===== src/rtl/fetch_pc_unit_if.sv =====
// Instruction-memory bus between the fetch stage (master) and the instruction memory (slave).
// The read is combinational: imemRdata/imemReady answer imemAddr in the same cycle.
interface fetch_pc_unit_if;
    logic [31:0] imemAddr;
    logic [31:0] imemRdata;
    logic        imemReady;

    modport master (output imemAddr, input imemRdata, input imemReady);
    modport slave  (input imemAddr, output imemRdata, output imemReady);
endinterface


===== src/rtl/fetch_pc_unit.sv =====
// IF stage: holds the PC, picks the next PC (PC+4 / branch / JALR) and fills the IF/ID register.
// Optional macro PC_MISALIGN_TRAP_EN: misaligned redirects go to TRAP_VECTOR with a one-cycle trap pulse.
module fetch_pc_unit #(
    parameter logic [31:0] RESET_PC    = 32'h0000_0000,
    parameter logic [31:0] NOP_INSTR   = 32'h0000_0013,
    parameter logic [31:0] TRAP_VECTOR = 32'h0000_0100
) (
    input  logic                   clk,
    input  logic                   reset,
    input  logic                   stall,
    input  logic                   flush,
    input  logic [1:0]             pcSrc,
    input  logic [31:0]            pcTarget,
    input  logic [31:0]            aluResult,
    fetch_pc_unit_if.master        imem,
    output logic [31:0]            pc,
    output logic [31:0]            idPc,
    output logic [31:0]            idPcPlus4,
    output logic [31:0]            idInstr,
    output logic                   idValid,
    output logic                   misalignTrap,
    output logic [31:0]            trapAddr
);

`ifdef PC_MISALIGN_TRAP_EN
    localparam bit TRAP_EN = 1'b1;
`else
    localparam bit TRAP_EN = 1'b0;
`endif

    logic [31:0] pc_q, pc_d;
    logic [31:0] id_pc_q, id_pc_d;
    logic [31:0] id_pc_plus4_q, id_pc_plus4_d;
    logic [31:0] id_instr_q, id_instr_d;
    logic        id_valid_q, id_valid_d;
    logic        trap_q, trap_d;
    logic [31:0] trap_addr_q, trap_addr_d;

    logic        redirect;
    logic [31:0] target;
    logic [31:0] pc_plus4;

    always_comb begin
        redirect = (pcSrc == 2'b01) || (pcSrc == 2'b10);
        // JALR drops bit 0 of rs1+imm; branch targets pass through untouched
        target   = (pcSrc == 2'b10) ? (aluResult & ~32'h1) : pcTarget;
        pc_plus4 = pc_q + 32'd4;

        pc_d          = pc_q;
        id_pc_d       = id_pc_q;
        id_pc_plus4_d = id_pc_plus4_q;
        id_instr_d    = id_instr_q;
        id_valid_d    = id_valid_q;
        trap_d        = 1'b0;
        trap_addr_d   = trap_addr_q;

        if (redirect) begin
            id_instr_d = NOP_INSTR;
            id_valid_d = 1'b0;
            if (TRAP_EN && target[1]) begin
                pc_d        = TRAP_VECTOR;
                trap_d      = 1'b1;
                trap_addr_d = target;
            end else if (TRAP_EN) begin
                pc_d = target;
            end else begin
                pc_d = target & ~32'h3;
            end
        end else if (stall) begin
            // everything holds
        end else if (flush || !imem.imemReady) begin
            // bubble; a not-ready fetch retries the same PC next cycle
            id_instr_d = NOP_INSTR;
            id_valid_d = 1'b0;
        end else begin
            id_instr_d    = imem.imemRdata;
            id_pc_d       = pc_q;
            id_pc_plus4_d = pc_plus4;
            id_valid_d    = 1'b1;
            pc_d          = pc_plus4;
        end
    end

    always_ff @(posedge clk) begin
        if (reset) begin
            pc_q          <= RESET_PC;
            id_pc_q       <= '0;
            id_pc_plus4_q <= '0;
            id_instr_q    <= NOP_INSTR;
            id_valid_q    <= 1'b0;
            trap_q        <= 1'b0;
            trap_addr_q   <= '0;
        end else begin
            pc_q          <= pc_d;
            id_pc_q       <= id_pc_d;
            id_pc_plus4_q <= id_pc_plus4_d;
            id_instr_q    <= id_instr_d;
            id_valid_q    <= id_valid_d;
            trap_q        <= trap_d;
            trap_addr_q   <= trap_addr_d;
        end
    end

    assign imem.imemAddr = pc_q;
    assign pc            = pc_q;
    assign idPc          = id_pc_q;
    assign idPcPlus4     = id_pc_plus4_q;
    assign idInstr       = id_instr_q;
    assign idValid       = id_valid_q;
    assign misalignTrap  = trap_q;
    assign trapAddr      = trap_addr_q;

endmodule

===== src/flat_wrapper.sv =====
// flat-port wrapper written by rule: the top's interface ports become plain ports
module fetch_pc_unit_flat 
#(
    parameter logic [31:0] RESET_PC    = 32'h0000_0000,
    parameter logic [31:0] NOP_INSTR   = 32'h0000_0013,
    parameter logic [31:0] TRAP_VECTOR = 32'h0000_0100
)
  (clk, reset, stall, flush, pcSrc, pcTarget, aluResult, pc, idPc, idPcPlus4, idInstr, idValid, misalignTrap, trapAddr, imem_imemAddr, imem_imemRdata, imem_imemReady);
  fetch_pc_unit_if imem_i ();
  input  logic clk;
  input  logic reset;
  input  logic stall;
  input  logic flush;
  input  logic [1:0] pcSrc;
  input  logic [31:0] pcTarget;
  input  logic [31:0] aluResult;
  output logic [31:0] pc;
  output logic [31:0] idPc;
  output logic [31:0] idPcPlus4;
  output logic [31:0] idInstr;
  output logic idValid;
  output logic misalignTrap;
  output logic [31:0] trapAddr;
  output wire logic [$bits(imem_i.imemAddr)-1:0] imem_imemAddr;
  input wire logic [$bits(imem_i.imemRdata)-1:0] imem_imemRdata;
  input wire logic [$bits(imem_i.imemReady)-1:0] imem_imemReady;
  assign imem_imemAddr = imem_i.imemAddr;
  assign imem_i.imemRdata = imem_imemRdata;
  assign imem_i.imemReady = imem_imemReady;
  fetch_pc_unit #(.RESET_PC(RESET_PC), .NOP_INSTR(NOP_INSTR), .TRAP_VECTOR(TRAP_VECTOR)) u_core (.clk(clk), .reset(reset), .stall(stall), .flush(flush), .pcSrc(pcSrc), .pcTarget(pcTarget), .aluResult(aluResult), .imem(imem_i), .pc(pc), .idPc(idPc), .idPcPlus4(idPcPlus4), .idInstr(idInstr), .idValid(idValid), .misalignTrap(misalignTrap), .trapAddr(trapAddr));
endmodule

===== config.mk =====
export PLATFORM = sky130hd
export DESIGN_NAME = fetch_pc_unit_flat
export DESIGN_NICKNAME = d
export VERILOG_FILES = /design/src/rtl/fetch_pc_unit_if.sv /design/src/rtl/fetch_pc_unit.sv /design/src/flat_wrapper.sv
export SDC_FILE = /design/constraint.sdc
export NUM_CORES = 1
export LEC_CHECK = 0
export BUFFER_PORTS_ARGS = -buffer_cell sky130_fd_sc_hd__buf_2
export CAP_MARGIN = 20
export CORE_MARGIN = 1
export CORE_UTILIZATION = 47
export DETAILED_ROUTE_END_ITERATION = 8
export PLACE_DENSITY = 0.81
export SYNTH_ARGS = -nofsm -noshare
export SYNTH_HDL_FRONTEND = slang
export SYNTH_SLANG_ARGS = --single-unit

===== constraint.sdc =====
create_clock -name clk -period 2.8 [get_ports clk]
set_clock_uncertainty 0.1 [all_clocks]
set_input_delay 0.42 -clock clk [delete_from_list [all_inputs] [get_ports clk]]
set_output_delay 0.42 -clock clk [all_outputs]
set_load 0.005 [all_outputs]

==> flow_summary.json, run 1 <==
{
  "hold_violations": 0,
  "clk_path_buf_depth": 2,
  "yosysTopAreaCell": "dfxtp_1",
  "final_nets": 1052,
  "final_area_mm2": 0.00795,
  "setup_violations": 0,
  "cts_tree": "yes",
  "p_comb_frac": 0.112,
  "yosys_most_used_dff": "dfxtp_1",
  "slew_violations": 0,
  "timing.final.crit_share": 0.890,
  "wl_um": 18300,
  "cp_max_fo": 14,
  "power.density_mw_per_mm2": 648,
  "maxCapViolCount": 0,
  "syn_area_per_cell_um2": 8.19,
  "die_h_um": 117,
  "grtUsageTotal": 0.263,
  "syn_inst": 756,
  "hp-class": "in -> reg",
  "grt.overflow.total": 0,
  "worstMarginPinSlew_ps": 705,
  "synthTopCellsByArea": "dfxtp_1, buf_4, nand2_1",
  "portBuffers": 251,
  "dr.pass1.iters": 5,
  "io_pins": 297,
  "final.setup.tns_ps": 0,
  "clk_pin_slew_worst_paths_ps": 50,
  "crit_path_cell_trace": "ha_1, nand4_1, or4_4, or4_1, a31oi_1",
  "vias": 6226,
  "multiInputGateArea_mm2": 0.00308,
  "async_flop_share": 0,
  "p_int_w": 0.00392,
  "leakagePower_nw": 3.31,
  "start_util": 0.487,
  "place.gp.congestion": 0.802,
  "die_x_um": 117,
  "drtIter0Drc": 487,
  "area_delta_synth_final_pct": 28.3,
  "synth_area_mm2": 0.00619,
  "final_common_cell": "buf_2",
  "status": "completed",
  "core_mm2": 0.0127,
  "ir_drop_uv": 408,
  "crit_required_ps": 3030,
  "viasPerCell": 5.50,
  "seqPwrFrac": 0.381,
  "h-tree-depth": 4,
  "use_met3": 0.0644,
  "power.share.switching": 0.239,
  "place_area_mm2": 0.00723,
  "end_kind": "flip-flop",
  "grt_use_met1": 0.314,
  "grt_pass1_vias": 5347,
  "critPathBufInv": 0,
  "cts_hold_buf": 0,
  "dieArea_mm2": 0.0136,
  "worstSkewPairLatency_ps": 410,
  "rows": 41,
  "ant_nets": 0,
  "nFillCells": 1166,
  "antenna_cells": 0,
  "detail_route.wl_per_cell_um": 16.1,
  "seq_area_frac_synth": 0.398,
  "slew_headroom": 0.530,
  "ff2ff_setup_slack_ps": 310,
  "synth_edf_count": 0,
  "yosysUniqueCellTypes": 41,
  "gr-usage-met2": 0.462,
  "worstSetupPathType": "reg -> reg",
  "final_cell_mix": "buf_2, dfxtp_1, nand2_1, nor2_1",
  "numCtsBuffers": 17,
  "drive_above_1_share": 0.343,
  "antenna_found_initial": 0,
  "ys_warn_count": 0,
  "fin_crit_ps": 2490,
  "switchingPower_w": 0.00123,
  "clock-sinks": 123,
  "crit_slowest_cell": "or4_4",
  "clkPwrFrac": 0.508,
  "grt_max_degree": 66,
  "crit_family": "simple AND/OR/NAND/NOR gates",
  "rsz0062_at_grt": "false",
  "arrival_ps": 2720,
  "busiest_layer": "met2",
  "critPathMaxStageDelay_ps": 680,
  "ys_ff_latch": 123,
  "startpoint_type": "flip-flop",
  "grt_pass1_wl_um": 27300,
  "fmax_ghz": 0.401,
  "dp_hpwl_um": 12900,
  "drc": 0,
  "final-seq-area_mm2": 0.00246,
  "synth_top_area_frac": 0.398,
  "cts-root-buf": "clkbuf_16"
}
-- repair_timing --
action,CTS,global route
setup buffers,0,0
endpoints found under the setup margin,0,2
gates resized for setup,0,2
-- metrics by stage --
step	utilization	total power, W	setup WS [ps]	instances	hold slack (ps)
CTS	0.624	0.00518	179	1132	125
finish	0.625	0.00515	308	1132	142
detailed placement	0.568	0.00257	221	1100	346
global placement	0.568	0.00256	259	1100	340
floorplan	-	0.00236	382	796	353
global route	0.625	0.00534	143	1132	141
-- layout make-up --
class / count / share of cell area
clock inverter: 12 / 0.0302
tap: 172 / 0.0271
inverter: 6 / 0.00283
timing repair buffer: 274 / 0.183
multi-input combinational: 525 / 0.388
sequential: 123 / 0.310
clock buffer: 20 / 0.0587
-- layer usage --
| metal | vias up | wire [um] |
|---|---|---|
| met5 | - | 0 |
| met4 | 0 | 217 |
| met3 | 20 | 1400 |
| met2 | 285 | 9120 |
| met1 | 2933 | 7530 |
| li1 | 2988 | - |
-- power by group through the flow --
| stage | clock, W | combinational [W] | sequential, W |
|---|---|---|---|
| global route | 0.00272 | 0.000643 | 0.00198 |
| CTS | 0.00264 | 0.000576 | 0.00196 |
| global placement | 0 | 0.000565 | 0.00199 |
| floorplan | 0 | 0.000422 | 0.00194 |
| detailed placement | 0 | 0.000574 | 0.00200 |
| finish | 0.00261 | 0.000576 | 0.00196 |
-- path summary, 6_finish.rpt --
check / from / to / cells after the start
max reg2reg: u_core.imem.imemAddr[3] / u_core.imem.imemAddr[26] / 5
min: imem_imemRdata[4] / u_core.idInstr[4] / 3
min reg2reg: u_core.idPc[30] / u_core.idPc[30] / 2
max: u_core.imem.imemAddr[3] / u_core.imem.imemAddr[26] / 5
-- sequential cells by signal (all words and copies together) (netlist names) --
signal and flops:
u_core.idInstr 32, u_core.idPc 30, u_core.idPcPlus4 30, u_core.idValid 1, u_core.imem.imemAddr 30
-- worst reg2reg max path, cell delays in order, from the launching register on --
cell and delay (ps):
dfxtp_1 410, ha_1 270, nand4_1 330, or4_4 680, or4_1 440, a31oi_1 180
-- cells by family (layout without fill, tap and decap cells) --
| family | count (synthesis) | after routing | share of synthesized area |
|---|---|---|---|
| AND/OR/NAND/NOR | 249 | 249 | 0.193 |
| AO/OA/AOI/OAI | 188 | 188 | 0.200 |
| buffers and inverters | 148 | 312 | 0.133 |
| flip-flops | 123 | 123 | 0.398 |
| XOR/XNOR | 23 | 23 | 0.0325 |
| multiplexers | 22 | 22 | 0.0390 |
| adder cells (fa/ha/maj) | 2 | 2 | 0.00404 |
| other | 1 | 41 | 0.000606 |
-- synthesized netlist by cell type, types with 3 or more instances --
master    instances
a211oi_1         24
a21oi_1          41
a22oi_1          29
a311oi_1         18
a31oi_1          13
and4_1            4
buf_1             6
buf_4            71
clkbuf_1         63
dfxtp_1         123
inv_1             6
mux2_2           17
mux2i_1           5
nand2_1          83
nand3_1          12
nand4_1          12
nor2_1           67
nor2b_1           8
nor3_1           10
nor4_1            6
o21ai_0          35
o22ai_1           4
o311ai_0          5
o31ai_1          13
or3_1            22
or4_1            18
xnor2_1          20
xor2_1            3
Note: power is estimated with default switching activity, not from simulation.
==> run 2: changes to the inputs <==
Settings changed: CORE_MARGIN 1 to 2.
==> flow_summary.json, run 2 (synthesized netlist as in run 1, its figures left out) <==
{
  "clk_pin_slew_worst_paths_ps": 60,
  "cts_resized": 0,
  "antenna_cells": 0,
  "crit_family": "simple AND/OR/NAND/NOR gates",
  "cpMostUsedCell": "or4_1",
  "whs_path_depth": 3,
  "r2r-end": "u_core.imem.imemAddr[24]",
  "detail_route.wl_per_cell_um": 16.5,
  "fin_crit_ps": 2580,
  "startpoint_type": "flip-flop",
  "numCtsBuffers": 17,
  "vias": 6200,
  "timing.final.crit_share": 0.921,
  "crit_required_ps": 3030,
  "crit_slowest_cell": "or4_1",
  "final.setup.tns_ps": 0,
  "io_pins": 297,
  "clock-sinks": 123,
  "end_kind": "flip-flop",
  "status": "completed",
  "slew_violations": 0,
  "ff2ff_setup_slack_ps": 220,
  "viasPerCell": 5.44,
  "cts_hold_buf": 0,
  "grtUsageTotal": 0.260,
  "worst-path-stages": 5,
  "grt_max_degree": 49,
  "clk_path_buf_depth": 2,
  "antenna_found_initial": 0,
  "die_h_um": 119,
  "whs_ps": 132,
  "die_x_um": 119,
  "critPathBufInv": 0,
  "final_nets": 1061,
  "place.gp.congestion": 0.821,
  "dieArea_mm2": 0.0141,
  "cts-root-buf": "clkbuf_16",
  "h-tree-depth": 4,
  "drive_above_1_share": 0.345,
  "hold_violations": 0,
  "core_mm2": 0.0127,
  "fmax_ghz": 0.388,
  "worstSkewPairLatency_ps": 410,
  "drc": 0,
  "hp-class": "in -> reg",
  "rows": 41,
  "ir_drop_uv": 400,
  "largest_reg_flops": 32,
  "ant_nets": 0,
  "wl_um": 18800,
  "portBuffers": 251,
  "leakagePower_nw": 3.31,
  "worstMarginPinSlew_ps": 717,
  "regToRegStartpoint": "u_core.imem.imemAddr[3]",
  "rsz0062_at_grt": "false",
  "power.density_mw_per_mm2": 614,
  "ff2ff_path_depth": 5,
  "hp-start": "imem_imemRdata[1]",
  "cts_setup_buffers": 0,
  "dp_hpwl_um": 13700,
  "grt.overflow.total": 0,
  "final_common_cell": "buf_2",
  "dr.pass1.iters": 7,
  "slew_headroom": 0.521,
  "worstSetupPathType": "reg -> reg",
  "grt_pass1_wl_um": 29100,
  "cp_max_fo": 14,
  "cts_tree": "yes",
  "maxCapViolCount": 0,
  "setup_violations": 0,
  "grt_pass1_vias": 5531,
  "hold_path_end": "u_core.idInstr[1]",
  "area_delta_synth_final_pct": 27.9,
  "critPathMaxStageDelay_ps": 780,
  "drtIter0Drc": 540,
  "arrival_ps": 2810,
  "start_util": 0.487,
  "crit_path_cell_trace": "ha_1, nand4_1, or4_1, or4_1, a31oi_1",
  "final_cell_mix": "buf_2, dfxtp_1, nand2_1, nor2_1"
}
run 2: worst max-delay path by stage:
stage,startpoint,end,slack (ps)
floorplan,stall,u_core.imem.imemAddr[15],380
global placement,stall,u_core.imem.imemAddr[26],260
detailed placement,stall,u_core.imem.imemAddr[24],220
CTS,u_core.imem.imemAddr[3],u_core.imem.imemAddr[24],270
global route,u_core.imem.imemAddr[3],u_core.imem.imemAddr[24],40
finish,u_core.imem.imemAddr[3],u_core.imem.imemAddr[24],220
run 2: tightest hold or removal path: stages:
cell     delay, ps
buf_2           70
o22ai_1         60
nand2_1         60
run 2: layout make-up:
cell class	instances	area [um2]
Clock inverter	11	169
Multi-Input combinational cell	525	3080
Tap cell	172	215
Sequential cell	123	2460
Inverter	6	22.5
Timing Repair Buffer	283	1520
Fill cell	1185	4800
Clock buffer	20	457
run 2: through the flow:
stage	setup WS (ps)	util	power (W)	cells	instance area [um2]
global placement	260	0.574	0.00257	1109	7300
CTS	269	0.623	0.00489	1140	7920
detailed placement	220	0.574	0.00258	1109	7300
floorplan	382	-	0.00236	796	6340
finish	221	0.623	0.00486	1140	7920
global route	37.5	0.623	0.00505	1140	7920
run 2: per-layer routing:
layer | GRT usage | wire [um] | up-vias
li1 | - | - | 2999
met1 | 0.317 | 7680 | 2887
met5 | 0 | 0 | -
met3 | 0.0666 | 1320 | 24
met4 | 0.0841 | 366 | 0
met2 | 0.445 | 9390 | 290
run 2: where the power goes:
group,internal (W),switching [W]
registers,0.00183,0.000125
clock network,0.00153,0.000786
logic,0.000277,0.000318
